--- config.mk ---
export PLATFORM = sky130hd
export DESIGN_NAME = uart_alu_interface
export DESIGN_NICKNAME = d
export VERILOG_FILES = /design/src/rtl/uart_if_pkg.sv /design/src/rtl/uart_alu_interface_alu.sv /design/src/rtl/uart_alu_interface.sv
export SDC_FILE = /design/constraint.sdc
export NUM_CORES = 1
export LEC_CHECK = 0
export ABC_AREA = 1
export ABC_CLOCK_PERIOD_IN_PS = 2200
export BUFFER_PORTS_ARGS = -buffer_cell sky130_fd_sc_hd__buf_2
export CORE_MARGIN = 2
export CORE_UTILIZATION = 55
export CTS_BUF_LIST = sky130_fd_sc_hd__clkbuf_4 sky130_fd_sc_hd__clkbuf_8
export DETAILED_ROUTE_END_ITERATION = 8
export GPL_TIMING_DRIVEN = 0
export PLACE_DENSITY = 0.87
export SLEW_MARGIN = 20
export SYNTH_ARGS = -nofsm -noshare
export SYNTH_HDL_FRONTEND = slang
export SYNTH_SLANG_ARGS = --single-unit
--- constraint.sdc ---
create_clock -name clk -period 2.2 [get_ports clk]
set_input_delay 0.44 -clock clk [delete_from_list [all_inputs] [get_ports clk]]
set_output_delay 0.44 -clock clk [all_outputs]
set_load 0.03 [all_outputs]
--- src/rtl/uart_if_pkg.sv ---
// ============================================================================
// Module   : uart_if_pkg
// Brief    : Shared opcodes, FSM state type and data-width default for the
//            UART command/response ALU stage.
// Revision : 1.0
// ============================================================================
`default_nettype none

package uart_if_pkg;

    localparam int DBIT_DEFAULT = 8;

    // MIPS funct field encodings
    localparam logic [7:0] OP_SRL = 8'h02;
    localparam logic [7:0] OP_SRA = 8'h03;
    localparam logic [7:0] OP_ADD = 8'h20;
    localparam logic [7:0] OP_SUB = 8'h22;
    localparam logic [7:0] OP_AND = 8'h24;
    localparam logic [7:0] OP_OR  = 8'h25;
    localparam logic [7:0] OP_XOR = 8'h26;
    localparam logic [7:0] OP_NOR = 8'h27;

    typedef enum logic [2:0] {
        GET_A  = 3'd0,
        GET_B  = 3'd1,
        GET_OP = 3'd2,
        EXEC   = 3'd3,
        SEND   = 3'd4
    } state_t;

endpackage

`default_nettype wire

--- src/rtl/uart_alu_interface_alu.sv ---
// ============================================================================
// Module   : alu
// Brief    : Purely combinational ALU keyed by MIPS funct codes.
// Revision : 1.0
// ============================================================================
`default_nettype none

module alu
    import uart_if_pkg::*;
#(
    parameter int DBIT = DBIT_DEFAULT
) (
    input  logic [DBIT-1:0] a,
    input  logic [DBIT-1:0] b,
    input  logic [DBIT-1:0] op,
    output logic [DBIT-1:0] result,
    output logic            op_err
);

    localparam int SHW = (DBIT > 1) ? $clog2(DBIT) : 1;

    logic [SHW-1:0] shamt;
    assign shamt = b[SHW-1:0];

    always_comb begin
        result = '0;
        op_err = 1'b0;
        case (op)
            DBIT'(OP_ADD): result = a + b;
            DBIT'(OP_SUB): result = a - b;
            DBIT'(OP_AND): result = a & b;
            DBIT'(OP_OR):  result = a | b;
            DBIT'(OP_XOR): result = a ^ b;
            DBIT'(OP_NOR): result = ~(a | b);
            DBIT'(OP_SRL): result = a >> shamt;
            DBIT'(OP_SRA): result = $unsigned($signed(a) >>> shamt);
            default:       op_err = 1'b1;
        endcase
    end

endmodule

`default_nettype wire

--- src/rtl/uart_alu_interface.sv ---
// ============================================================================
// Module   : uart_alu_interface
// Brief    : Pops an (A, B, opcode) frame from the UART RX FIFO, executes it
//            and pushes the one-byte result to the TX FIFO. Optional
//            inter-byte timeout enabled by UART_IF_TIMEOUT_EN.
// Revision : 1.0
// ============================================================================
`default_nettype none

module uart_alu_interface
    import uart_if_pkg::*;
#(
    parameter int DBIT    = DBIT_DEFAULT,
    parameter int TIMEOUT = 100000
) (
    input  logic            clk,
    input  logic            reset,
    input  logic            rx_empty,
    input  logic [DBIT-1:0] r_data,
    output logic            rd_uart,
    input  logic            tx_full,
    output logic [DBIT-1:0] w_data,
    output logic            wr_uart,
    output logic [DBIT-1:0] alu_result,
    output logic            zero,
    output logic            op_err,
    output logic            timeout_err,
    output logic            busy
);

    state_t          state_q, state_d;
    logic [DBIT-1:0] a_q, b_q, op_q;
    logic [DBIT-1:0] result_q;
    logic            zero_q, op_err_q;
    logic [DBIT-1:0] alu_res;
    logic            alu_err;
    logic            tmo_expire;

    alu #(.DBIT(DBIT)) u_alu (
        .a      (a_q),
        .b      (b_q),
        .op     (op_q),
        .result (alu_res),
        .op_err (alu_err)
    );

    // Strobes are gated by reset so nothing is popped or pushed in a reset cycle
    always_comb begin
        state_d = state_q;
        rd_uart = 1'b0;
        wr_uart = 1'b0;
        case (state_q)
            GET_A: begin
                if (!rx_empty) begin
                    rd_uart = 1'b1;
                    state_d = GET_B;
                end
            end
            GET_B: begin
                if (!rx_empty) begin
                    rd_uart = 1'b1;
                    state_d = GET_OP;
                end else if (tmo_expire) begin
                    state_d = GET_A;
                end
            end
            GET_OP: begin
                if (!rx_empty) begin
                    rd_uart = 1'b1;
                    state_d = EXEC;
                end else if (tmo_expire) begin
                    state_d = GET_A;
                end
            end
            EXEC: state_d = SEND;
            SEND: begin
                if (!tx_full) begin
                    wr_uart = 1'b1;
                    state_d = GET_A;
                end
            end
            default: state_d = GET_A;
        endcase
        if (reset) begin
            rd_uart = 1'b0;
            wr_uart = 1'b0;
        end
    end

    always_ff @(posedge clk) begin
        if (reset) begin
            state_q  <= GET_A;
            a_q      <= '0;
            b_q      <= '0;
            op_q     <= '0;
            result_q <= '0;
            zero_q   <= 1'b1;
            op_err_q <= 1'b0;
        end else begin
            state_q <= state_d;
            if (rd_uart) begin
                case (state_q)
                    GET_A:   a_q  <= r_data;
                    GET_B:   b_q  <= r_data;
                    GET_OP:  op_q <= r_data;
                    default: ;
                endcase
            end
            if (state_q == EXEC) begin
                result_q <= alu_res;
                zero_q   <= (alu_res == '0);
                op_err_q <= alu_err;
            end
        end
    end

`ifdef UART_IF_TIMEOUT_EN
    localparam int CW = $clog2(TIMEOUT + 1);

    logic [CW-1:0] tmo_cnt_q;
    logic          tmo_q;
    logic          in_wait;

    assign in_wait = (state_q == GET_B) || (state_q == GET_OP);

    // A pop in the expiry cycle takes priority because rd_uart is checked first
    always_comb begin
        tmo_expire = in_wait && rx_empty && (tmo_cnt_q == CW'(TIMEOUT - 1));
    end

    always_ff @(posedge clk) begin
        if (reset || rd_uart || !in_wait) begin
            tmo_cnt_q <= '0;
        end else if (rx_empty) begin
            tmo_cnt_q <= tmo_cnt_q + 1'b1;
        end
        if (reset) begin
            tmo_q <= 1'b0;
        end else begin
            tmo_q <= tmo_expire;
        end
    end

    assign timeout_err = tmo_q;
`else
    assign tmo_expire  = 1'b0;
    assign timeout_err = 1'b0;
`endif

    assign w_data     = result_q;
    assign alu_result = result_q;
    assign zero       = zero_q;
    assign op_err     = op_err_q;
    assign busy       = (state_q != GET_A);

endmodule

`default_nettype wire

==> results by group <==
Clock network
  – CTS sink count: 37
  – Later-pin clock latency in the skew report: roughly 0.30 ns
  – CTS tree: done
  – CTS Buf Count: 5
  – H-Tree Depth: 2
  – Max clock buf depth: 2
  – CTS Hold Bufs: 0
  – Reg clk slew, reported paths: around 0.080 ns
  – Root Buffer: clkbuf_8

Timing
  – Final hold vios: 0
  – Unrepaired setup endpoints after global routing: true
  – Hold WS: about 0.37 ns
  – Slew HR: 0.5906
  – Crit share post-route: 1.171
  – Final min period: ~2.6 ns
  – Fin. max-slew vios: 0
  – Fin Clk Skew: between 0.004 and 0.005 ns
  – Maximum achievable frequency: approximately 390 MHz
  – Final WS setup: -0.3756 ns
  – Worst Tran Pin Value: ~0.6 ns
  – # setup viols final: 8
  – Setup TNS: -1.653 ns

Die
  – Die X: 78.83 um
  – Die ar.: 0.006213 mm^2
  – Die height: roughly 80 um
  – Number of I/O pins: 34
  – Core area: approximately 0.0055 mm^2
  – FP Rows: 27
  – Initial Util: 0.5626

Drt
  – Via Count: ~3.7k
  – Initial DRC count: roughly 500
  – Post-route DRC: 0
  – Antenna Nets Post-Route: 0
  – Via density: a little under 6
  – Pre-Repair DR Iteration Count: 9
  – Wire per inst: around 16 um
  – Post-Route WL: between 10000 and 15000 um

Power and ir drop
  – Pwr dens: ~600 mW/mm^2
  – Leak: about 0.002 uW
  – Sequential fraction of design power: 0.324
  – Sw Share: 0.3639
  – Internal power: about 1500 uW
  – Clock network power share: 0.312
  – Net switching power: roughly 850 uW
  – Combinational share of power: 0.364
  – VDD IR max: between 0.6 and 0.7 mV

Global route
  – Overflow left after global routing: 0
  – Met3 Usage GRT: 0.05000
  – GR peak layer: met2
  – Antenna violations before repair: 0
  – Met2 Usage GRT: 0.5513
  – Routing usage on met1: 0.4116
  – Total track usage: 0.3250
  – First-pass GRT wire length: roughly 16000 um
  – Number of global-route vias before repair: roughly 3.3k
  – Largest net degree at the start of global routing: 14

Worst hold path
  – HP Class: in2reg

Critical path
  – Crit-path slowest cell: dfxtp_4
  – CP endpoint kind: register
  – CP Cell Sequence: inv_4, nand2_4, nor2_4, nand2_4, nand2_1, nand2_1, xor2_1, ha_1, buf_6, nand2_1, inv_1, a21oi_1, nand2_1, inv_1, nand2_1, nand3_2, nand3_2, nor2_2, nand3_2, nand2_1
  – Worst endpoint required time: 2.45 ns
  – Family with the most delay on the worst path: simple AND/OR/NAND/NOR gates
  – Worst path max stage delay: about 0.37 ns
  – Critical path's most frequent cell: nand2_1
  – Crit path buffers/inverters: 4
  – Critical Path AT: roughly 2.8 ns
  – Max FO, Critical Path: 7
  – Critical path class: reg2reg
  – Critical path launch point type: register

Synthesis
  – #FFs+latches synth: 37
  – Synth async-reset ratio: 0
  – Syn Area/Cell: between 6 and 7 um^2
  – Mapped Cells: 490
  – Sequential-to-total area share from yosys stat: 0.2406
  – Main synth FF type: dfxtp_1
  – Synth unique cells: 29
  – Ys Warns: 0
  – Post-Syn Nets: about 530
  – Post-synth EDFFs: 0
  – Mapped Area: 0.003079 mm^2

Final layout
  – # fillers: 433
  – N_diodes: 0
  – Synth-to-layout area growth: 28.85%
  – Share of cells above drive strength 1: 0.2982
  – Nets: ~600

Placement
  – Hpwl dp: around 7100 um
  – GP Congestion: just over 1
  – PortBufs: 32

Outcome
  – Status: complete, but fails checks
  – Failing checks: negative setup slack

Run
  – Max cap viols: 0
final timing paths:
kind / from / endpoint / slack [ns] / cells past startpoint
setup / recovery: op_q[0]$_SDFFE_PP0P_ / zero$_SDFFE_PP1P_ / -0.38 / 20
setup reg to reg: op_q[0]$_SDFFE_PP0P_ / zero$_SDFFE_PP1P_ / -0.38 / 20
hold reg to reg: zero$_SDFFE_PP1P_ / zero$_SDFFE_PP1P_ / 0.47 / 2
hold / removal: r_data[5] / b_q[5]$_SDFFE_PP0P_ / 0.37 / 3
cell usage after synthesis, types with 2 or more instances:
| cell type | number | share of area |
|---|---|---|
| a21oi_1 | 13 | 0.021 |
| buf_2 | 8 | 0.013 |
| buf_4 | 12 | 0.029 |
| buf_6 | 2 | 0.0073 |
| clkbuf_1 | 4 | 0.0049 |
| dfxtp_1 | 37 | 0.24 |
| ha_1 | 24 | 0.098 |
| inv_1 | 65 | 0.079 |
| inv_2 | 2 | 0.0024 |
| nand2_1 | 149 | 0.18 |
| nand2_2 | 2 | 0.0041 |
| nand3_1 | 59 | 0.096 |
| nand3_2 | 2 | 0.0065 |
| nand3b_1 | 3 | 0.0073 |
| nand4_1 | 6 | 0.012 |
| nor2_1 | 36 | 0.044 |
| nor2_2 | 2 | 0.0041 |
| nor3_1 | 2 | 0.0033 |
| o211ai_1 | 8 | 0.020 |
| o21ai_0 | 17 | 0.028 |
| o31ai_1 | 24 | 0.059 |
| xor2_1 | 6 | 0.017 |
cell type report:
cell class	count	area (um^2)	share of cell area
Tap cell	72	90.09	0.02271
Buffer	24	166.4	0.04194
Clock buffer	5	68.82	0.01734
Multi-Input combinational cell	360	2143	0.5402
Timing Repair Buffer	64	415.4	0.1047
Sequential cell	37	755.7	0.1905
Clock inverter	3	68.82	0.01734
Inverter	67	259.0	0.06528
repair_timing:
action                     4_1_cts  5_1_grt
setup endpoints to repair        8        8
gates resized for setup         45       45
buffers inserted                15       17
cloned                           0        0
pin swaps                       27       42
sequential cells by signal (all words and copies together), names as in the netlist:
signal	count
a_q	8
alu_result	8
b_q	8
op_q	8
state_q	3
op_err	1
zero	1
stage by stage:
stage	power [uW]	setup slack, ns	area, um^2	util	std cells
after floorplan	1249	-0.06729	3107	-	490
after global placement	1392	-0.4730	3357	0.6134	594
after detailed placement	1417	-0.5410	3357	0.6134	594
after CTS	2213	-0.2907	3726	0.6808	617
after global routing	2458	-0.5234	3968	0.7250	632
final	2338	-0.3756	3968	0.7250	632
per-layer routing:
metal	part of all wire	routed length (um)	vias to the layer above
met2	0.47	4731	238
met4	0.046	464	0
li1	-	-	1730
met5	0	0	-
met3	0.086	869	51
met1	0.40	4013	1681
layout by cell type (no fill, tap or decap), types with 5 or more instances in the layout:
cell type  netlist  routed
nand3_1         59      53
nand2_1        149     134
nand2_2          2      14
o31ai_1         24      23
clkbuf_8         0       5
nand4_1          6       6
a21oi_1         13       9
dfxtp_1         37      29
buf_4           12      38
xor2_1           6       5
ha_1            24      22
dfxtp_2          0       6
o211ai_1         8       8
nor2_2           2       6
inv_2            2      14
buf_2            8      39
nor2_1          36      29
o21ai_0         17      13
buf_6            2       5
inv_1           65      50
nand3_2          2       7
power by group through the flow:
stage          sequential, uW  combinational (uW)  clock [uW]
3_5_place_dp              766                 651           0
3_3_place_gp              763                 629           0
2_1_floorplan             768                 481           0
6_report                  757                 852         730
5_1_grt                   760                 928         770
4_1_cts                   750                 726         737
worst min-delay path: cells and delay by family:
family,cells,cell delay [ns]
AOI/OAI and AO/OA,1,0.05
buffers and inverters,1,0.10
and+or+nand+nor,1,0.05
cell families after synthesis:
| kind of cell | Yosys count | synth area share |
|---|---|---|
| mux | 1 | 0.003251 |
| other cells | 1 | 0.001218 |
| buf+inv | 93 | 0.1361 |
| xor+xnor | 7 | 0.01991 |
| fa+ha+maj | 25 | 0.1040 |
| compound gates | 63 | 0.1288 |
| flops | 37 | 0.2406 |
| simple gates | 263 | 0.3661 |
Power figures use the tool's default switching activity.
